**src/rtl/pipe_pkg.sv**
```systemverilog
// Shared pipeline definitions: stage-register state encoding
// and the default payload width.
package pipe_pkg;

    typedef enum logic [1:0] {
        PS_EMPTY = 2'd0,
        PS_FULL  = 2'd1,
        PS_SKID  = 2'd2
    } ps_state_t;

    localparam int PIPE_WIDTH = 16;

endpackage

```
**src/rtl/pipe_stage_reg_en_reg.sv**
```systemverilog
// WIDTH-bit enable register, async active-high reset and a
// synchronous clear, both returning to RESET_VAL.
module en_reg
    import pipe_pkg::*;
#(
    parameter int               WIDTH     = PIPE_WIDTH,
    parameter logic [WIDTH-1:0] RESET_VAL = '0
) (
    input  logic             clk,
    input  logic             rst,
    input  logic             i_clr,
    input  logic             i_en,
    input  logic [WIDTH-1:0] i_d,
    output logic [WIDTH-1:0] o_q
);

    logic [WIDTH-1:0] r_q;

    // Clear wins over load; otherwise hold.
    always_ff @(posedge clk or posedge rst) begin
        if (rst) begin
            r_q <= RESET_VAL;
        end else if (i_clr) begin
            r_q <= RESET_VAL;
        end else if (i_en) begin
            r_q <= i_d;
        end
    end

    assign o_q = r_q;

endmodule

```
**src/rtl/pipe_stage_reg.sv**
```systemverilog
// Pipeline stage register with valid/ready handshake and a
// one-entry skid buffer; in_ready is decoded from state only.
module pipe_stage_reg
    import pipe_pkg::*;
#(
    parameter int               WIDTH     = PIPE_WIDTH,
    parameter logic [WIDTH-1:0] RESET_VAL = '0
) (
    input  logic             clk,
    input  logic             rst,
    input  logic             flush,
    input  logic             in_valid,
    output logic             in_ready,
    input  logic [WIDTH-1:0] in_data,
    output logic             out_valid,
    input  logic             out_ready,
    output logic [WIDTH-1:0] out_data,
    output logic [1:0]       occupancy
);

    ps_state_t        r_state;
    ps_state_t        w_state_nxt;
    logic             w_main_en;
    logic             w_main_from_skid;
    logic             w_skid_en;
    logic [WIDTH-1:0] w_main_d;
    logic [WIDTH-1:0] w_main_q;
    logic [WIDTH-1:0] w_skid_q;

    // Next state and register load enables; flush overrides all.
    always_comb begin
        w_state_nxt      = r_state;
        w_main_en        = 1'b0;
        w_main_from_skid = 1'b0;
        w_skid_en        = 1'b0;
        if (!flush) begin
            unique case (r_state)
                PS_EMPTY: begin
                    if (in_valid) begin
                        w_main_en   = 1'b1;
                        w_state_nxt = PS_FULL;
                    end
                end
                PS_FULL: begin
                    if (in_valid && out_ready) begin
                        w_main_en = 1'b1;
                    end else if (out_ready) begin
                        w_state_nxt = PS_EMPTY;
                    end else if (in_valid) begin
                        w_skid_en   = 1'b1;
                        w_state_nxt = PS_SKID;
                    end
                end
                PS_SKID: begin
                    if (out_ready) begin
                        w_main_en        = 1'b1;
                        w_main_from_skid = 1'b1;
                        w_state_nxt      = PS_FULL;
                    end
                end
                default: begin
                    w_state_nxt = PS_EMPTY;
                end
            endcase
        end
    end

    // Occupancy state register.
    always_ff @(posedge clk or posedge rst) begin
        if (rst) begin
            r_state <= PS_EMPTY;
        end else if (flush) begin
            r_state <= PS_EMPTY;
        end else begin
            r_state <= w_state_nxt;
        end
    end

    assign w_main_d = w_main_from_skid ? w_skid_q : in_data;

    en_reg #(
        .WIDTH     (WIDTH),
        .RESET_VAL (RESET_VAL)
    ) u_main (
        .clk   (clk),
        .rst   (rst),
        .i_clr (flush),
        .i_en  (w_main_en),
        .i_d   (w_main_d),
        .o_q   (w_main_q)
    );

    en_reg #(
        .WIDTH     (WIDTH),
        .RESET_VAL (RESET_VAL)
    ) u_skid (
        .clk   (clk),
        .rst   (rst),
        .i_clr (flush),
        .i_en  (w_skid_en),
        .i_d   (in_data),
        .o_q   (w_skid_q)
    );

    // Handshake outputs decoded from state.
    always_comb begin
        occupancy = 2'd0;
        unique case (r_state)
            PS_FULL:  occupancy = 2'd1;
            PS_SKID:  occupancy = 2'd2;
            default:  occupancy = 2'd0;
        endcase
    end

    assign out_valid = (r_state != PS_EMPTY);
    assign in_ready  = (r_state != PS_SKID) & ~flush;
    assign out_data  = w_main_q;

endmodule

```
**config.mk**
```make
export PLATFORM = sky130hd
export DESIGN_NAME = pipe_stage_reg
export DESIGN_NICKNAME = d
export VERILOG_FILES = /design/src/rtl/pipe_pkg.sv /design/src/rtl/pipe_stage_reg_en_reg.sv /design/src/rtl/pipe_stage_reg.sv
export SDC_FILE = /design/constraint.sdc
export NUM_CORES = 1
export LEC_CHECK = 0
export ABC_CLOCK_PERIOD_IN_PS = 2200
export BUFFER_PORTS_ARGS = -buffer_cell sky130_fd_sc_hd__buf_4
export CAP_MARGIN = 30
export CORE_MARGIN = 2
export CORE_UTILIZATION = 53
export CTS_CLUSTER_SIZE = 28
export DETAILED_ROUTE_END_ITERATION = 6
export PLACE_DENSITY_LB_ADDON = 0.1
export SETUP_SLACK_MARGIN = 0.15
export SYNTH_ARGS = -nofsm -noshare
export SYNTH_HDL_FRONTEND = slang
export SYNTH_SLANG_ARGS = --single-unit
```
**constraint.sdc**
```tcl
create_clock -name clk -period 2.2 [get_ports clk]
set_input_delay 0 -clock clk [delete_from_list [all_inputs] [get_ports clk]]
set_output_delay 0 -clock clk [all_outputs]
set_load 0.02 [all_outputs]
```
== Word level (Yosys, flattened, before mapping) ==
Index checks and enable logic that the tools add are counted.

* Equal/unequal tests: 7
* Muxes and demuxes: 24
* Bitwise gates (word level): 2
* Reduce and logical (&&, ||, !) cells: 6

{| class="wikitable"
|+ Operators by type and width
! operator !! number
|-
| 16-bit two-way mux || 5
|-
| 2-bit two-way mux || 6
|-
| 1-bit two-way mux || 10
|-
| 3-bit != test, second input constant || 3
|-
| 2-bit case mux with 3 select lines || 1
|-
| 2-bit nonzero test || 3
|-
| 4-bit != test, second input constant || 1
|-
| 2-bit case mux with 2 select lines || 1
|-
| 4-bit AND reduction || 1
|-
| 1-bit case mux with 3 select lines || 1
|-
| 2-bit by 1-bit == test with 1-bit output, second input constant || 1
|-
| 2-bit == test, second input constant || 1
|-
| 2-bit zero test || 1
|-
| 2-bit != test, second input constant || 1
|-
| 1-bit bitwise AND || 1
|-
| 1-bit logical AND || 1
|-
| 1-bit NOT || 1
|}

* Bits in registers: 34
* Input bits: 21
* Output and inout bits: 20
* Logic and storage cells: 42

== Logic depth before layout (Yosys ltp) ==
* Depth in word-level cells: 7
* Mapped depth: 6
* Gate-level depth less buffers: 3

== Cells and area by module ==
A second synthesis with hierarchy kept.

* Cells, all modules: 144
* Area, all modules: 1726.7 µm²

{| class="wikitable"
|+ Modules (own cells, without submodules)
! module !! instances !! cells an instance !! area an instance (µm²) !! seq. area each (µm²)
|-
| en_reg || 2 || 53 || 664.4 || 400.4
|-
| pipe_stage_reg || 1 || 38 || 397.9 || 50.0
|}

== Worst setup path before layout ==
No wires, ideal clock.

* Path kind: register -> register
* Start point: register r_state[1]
* End point: register u_main.r_q[0], in the netlist u_main.o_q[0]
* Library setup time: 0.125 ns
* Data arrival time: 1.412 ns
* Data required time: 2.075 ns
* Slack: 0.663 ns
* Cell stages (with the launch flop): 5
* Buffers on the path: 1
* Period minus slack after synthesis: 1.537 ns
* Cell sequence: dfrtp_1 -> mux2i_1 -> o221ai_2 -> buf_6 -> mux2_2

* Longest elaborated chain between the ends: 6
* Elaborated cells on any way between the ends: 11
* Classes of those cells: 2 x eq/ne; 7 x mux; 2 x reduce/logical

{| class="wikitable"
|+ Ends and longest elaborated chain
! what !! line !! RTL
|-
| start, declared || pipe_stage_reg.sv:21 || <nowiki>ps_state_t r_state;</nowiki>
|-
| start signal, assigned || pipe_stage_reg.sv:75 || <nowiki>r_state <= w_state_nxt;</nowiki>
|-
| 2-bit == test || pipe_stage_reg.sv:37 || <nowiki>unique case (r_state)</nowiki>
|-
| 1-bit two-way mux || pipe_stage_reg.sv:37 ||
|-
| 1-bit two-way mux || pipe_stage_reg.sv:36 || <nowiki>if (!flush) begin</nowiki>
|-
| 16-bit two-way mux || pipe_stage_reg.sv:79 || <nowiki>assign w_main_d = w_main_from_skid ? w_skid_q : in_data;</nowiki>
|-
| 16-bit two-way mux || pipe_stage_reg_en_reg.sv:25 || <nowiki>end else if (i_en) begin</nowiki>
|-
| 16-bit two-way mux || pipe_stage_reg_en_reg.sv:23 || <nowiki>end else if (i_clr) begin</nowiki>
|-
| end signal, assigned || pipe_stage_reg_en_reg.sv:26 || <nowiki>r_q <= i_d;</nowiki>
|-
| end, declared || pipe_stage_reg_en_reg.sv:17 || <nowiki>logic [WIDTH-1:0] r_q;</nowiki>
|}

Several ways; a longest one is shown, not always the timed one. The select of a mux whose other input is x is not followed.
A chain may end at the register's enable or synchronous reset.

== Worst setup path in the final report ==
* Start point: register r_state[1]
* End point: register u_skid.r_q[2], in the netlist u_skid.o_q[2]

* Longest elaborated chain between the ends: 4

{| class="wikitable"
|+ Ends and longest elaborated chain
! what !! line
|-
| 2-bit by 1-bit == test with 1-bit output || pipe_stage_reg.sv:37
|-
| 1-bit two-way mux || pipe_stage_reg.sv:37
|-
| 1-bit two-way mux || pipe_stage_reg.sv:36
|-
| 2-bit nonzero test (no source line) || --
|-
| end signal, assigned || pipe_stage_reg_en_reg.sv:26
|-
| end, declared || pipe_stage_reg_en_reg.sv:17
|}

No other way between the ends.

==> results.tsv <==
stage	metric	value	unit
critical_path	critPathLaunchType	register	
cells_and_area	fin_cells	247	
drt	drt_first_pass_iters	4	
global_routing	grt_max_degree	37	
yosys	yosysMostFrequentCell	dfrtp_1	
yosys	synth_seq_area_share	49.4	%
clocking	post-cts-setup-buffers	0	
sta	drv_slew	0	
critical_path	worstRegToRegCells	3	
cells_and_area	final_area	2290	um2
yosys	synth_seq_cells	34	
sta	hold_slack	0.126	ns
clocking	cts-root-buf	clkbuf_4	
drt	routedWlPerCell	14.1	um
power_and_ir_drop	power.leakage	1.07	nW
global_routing	grt_pass1_vias	1322	
sta	finalSetupViolCount	0	
floorplan	initial_core_util	55.9	%
critical_path	crit_path_max_fanout	16	
global_routing	grt.busiest_layer	met2	
status	status	complete, no violations	
power_and_ir_drop	ir_drop	468	uV
sta	worst_slew_pin_slew	0.854	ns
critical_path	path_class	register to register	
drt	drcViolationCount	0	
yosys	synth_area_per_cell	12.0	um2
clocking	h-tree-depth	2	
clocking	clkTransAtPathRegs	0.10	ns
yosys	async_reset_ff_share	100	%
critical_path	cp-end-kind	register	
drt	totalWireLength	3500	um
sta	fin_setup_tns	0	ns
floorplan	core_area	3080	um2
clocking	ctsLongestPathBuffers	2	
yosys	yosys-top-cells-area	dfrtp_1 (49%), nand2b_1 (12%), mux2_2 (10%)	
yosys	synth_edf_count	0	
cells_and_area	nets	223	
drt	vias	1291	
sta	rsz0062_at_grt	no	
floorplan	die_y	61.0	um
sta	max_freq	0.567	GHz
clocking	cts_made_buffers	5	
run	maxCapViolations	0	
cells_and_area	syn_to_final_growth	32.9	%
critical_path	reg2reg_to	u_skid.o_q[2]$_DFFE_PP0P_	
floorplan	io-pin-count	41	
critical_path	critPathRequiredTime	2.47	ns
drt	ant_nets	0	
drt	drt_iter0_markers	18	
critical_path	reg2reg_from	r_state[1]$_DFFE_PP0P_	
yosys	synth_top_cell_by_area	dfrtp_1	
drt	viasPerCell	5.23	
yosys	synth_top_area_share	49.4	%
yosys	synthCells	143	
critical_path	r2r_slack	0.43	ns
placed_design	placed_cells	221	
sta	min_period	1.77	ns
floorplan	die_area	3720	um2
yosys	yosys_warnings	0	
placed_design	portBuffers	40	
cells_and_area	post-route-util	74.3	%
sta	relSlewSlack	42.9	%
clocking	clk_latency	0.34	ns
critical_path	arrival	2.04	ns
floorplan	std_cell_rows	20	
sta	finalCritPeriodShare	80.2	%
global_routing	grt_pass1_wl	5950	um
yosys	syn_area	1720	um2
critical_path	slowest_delay	0.72	ns
yosys	synth_common_cells	dfrtp_1 (34), nand2b_1 (32), mux2i_1 (17)	
yosys	yosys.cell_types.count	23	
floorplan	die_w	61.0	um
sta	finClkSkew	0.0133	ns
critical_path	crit_chain	and2b_1 > a31oi_2 > a22o_1	
hold_path	hp-class	input port to register	
cells_and_area	n_antenna_cell	0	
global_routing	use_met1	28.2	%
global_routing	use_met3	8.10	%
global_routing	antenna_found_initial	0	
power_and_ir_drop	powerDensity	579	nW/um2
critical_path	critPathSlowestCell	a31oi_2	
placed_design	dp_hpwl	2230	um
critical_path	endpoint	u_skid.o_q[2]$_DFFE_PP0P_	
placed_design	gp_congestion	0.768	
sta	finalHoldViolations	0	
yosys	synth-main-ff-cell	dfrtp_1	
clocking	cts_tree	done	
placed_design	dpl_cell_area	2040	um2
critical_path	crit_start	r_state[1]$_DFFE_PP0P_	
clocking	cts.sinks	34	
yosys	syn_nets	164	
global_routing	met2_usage	37.0	%
global_routing	overflow	0	
cells_and_area	drive_gt1_share	35.5	%
global_routing	grt_use_total	22.7	%
final cells by class:
type,instances,area (um2)
Sequential cell,34,851
Inverter,3,11.3
Tap cell,44,55.1
Clock inverter,2,12.5
Clock buffer,6,51.3
Fill cell,240,790
Timing Repair Buffer,62,510
Multi-Input combinational cell,96,797
cell families (layout without fill, tap and decap cells):
family          count (synthesis)  after routing  share of synthesized area, %
buf+inv                        13             73                          4.29
mux                            33             33                          20.3
simple gates                   42             42                          15.0
compound gates                 21             21                          10.9
flops                          34             34                          49.4
cells in the final DEF (no fill, tap or decap), drive strengths merged:
cell / instances
buf: 44
dfrtp: 34
nand2b: 32
dlygate4sd3: 18
mux2i: 17
a22o: 16
mux2: 16
clkbuf: 6
inv: 3
nor2: 3
and2b: 1
a31oi: 1
and3: 1
and3b: 1
nand2: 1
o221ai: 1
or3b: 1
a21oi: 1
o21a: 1
or2: 1
nor2b: 1
a21o: 1
clkinvlp: 1
clkinv: 1
power breakdown:
| group | internal, W | leakage (nW) | switching (W) |
|---|---|---|---|
| Combinational | 0.000145 | 0.582 | 0.000131 |
| Clock | 0.000154 | 0.0343 | 0.000214 |
| Sequential | 0.000660 | 0.455 | 0.0000214 |
| Total | 0.000959 | 1.07 | 0.000366 |
flip-flops by register name, summed over array words and instances, names as in the netlist:
name        cells
u_main.o_q     16
u_skid.o_q     16
r_state         2
how the worst min path moves through the flow:
stage	start	end	slack, ns	depth (start not counted)
detailed placement	rst	u_main.o_q[11]$_DFFE_PP0P_	0.12	3
global placement	rst	u_main.o_q[9]$_DFFE_PP0P_	0.12	3
CTS	in_valid	r_state[0]$_DFFE_PP0P_	0.11	4
floorplan	in_data[0]	u_skid.o_q[0]$_DFFE_PP0P_	0.13	1
global route	in_valid	r_state[0]$_DFFE_PP0P_	0.13	4
finish	in_valid	r_state[0]$_DFFE_PP0P_	0.13	4
per-stage QoR:
stage / power [W] / worst slack [ns]
after CTS: 0.00134 / 0.430
after detailed placement: 0.000947 / 0.447
after global placement: 0.000939 / 0.580
after floorplan: 0.000841 / 0.663
after global routing: 0.00139 / 0.317
final: 0.00133 / 0.435
metal layers:
metal	share of wire [%]	vias up
met1	44	634
met3	4.5	2
met5	0	-
met2	51	36
met4	0.57	0
li1	-	619
worst max-delay path: cells and delay by family (launching register included):
| family | cells | cell delay, ns |
|---|---|---|
| compound gates | 2 | 0.98 |
| flops | 1 | 0.47 |
| simple gates | 1 | 0.25 |
what timing repair did:
action | 4_1_cts | 5_1_grt
endpoints found under the hold margin | 51 | 0
gates resized for setup | 0 | 0
hold buffers | 18 | 0
(Power assumes the default switching activity.)
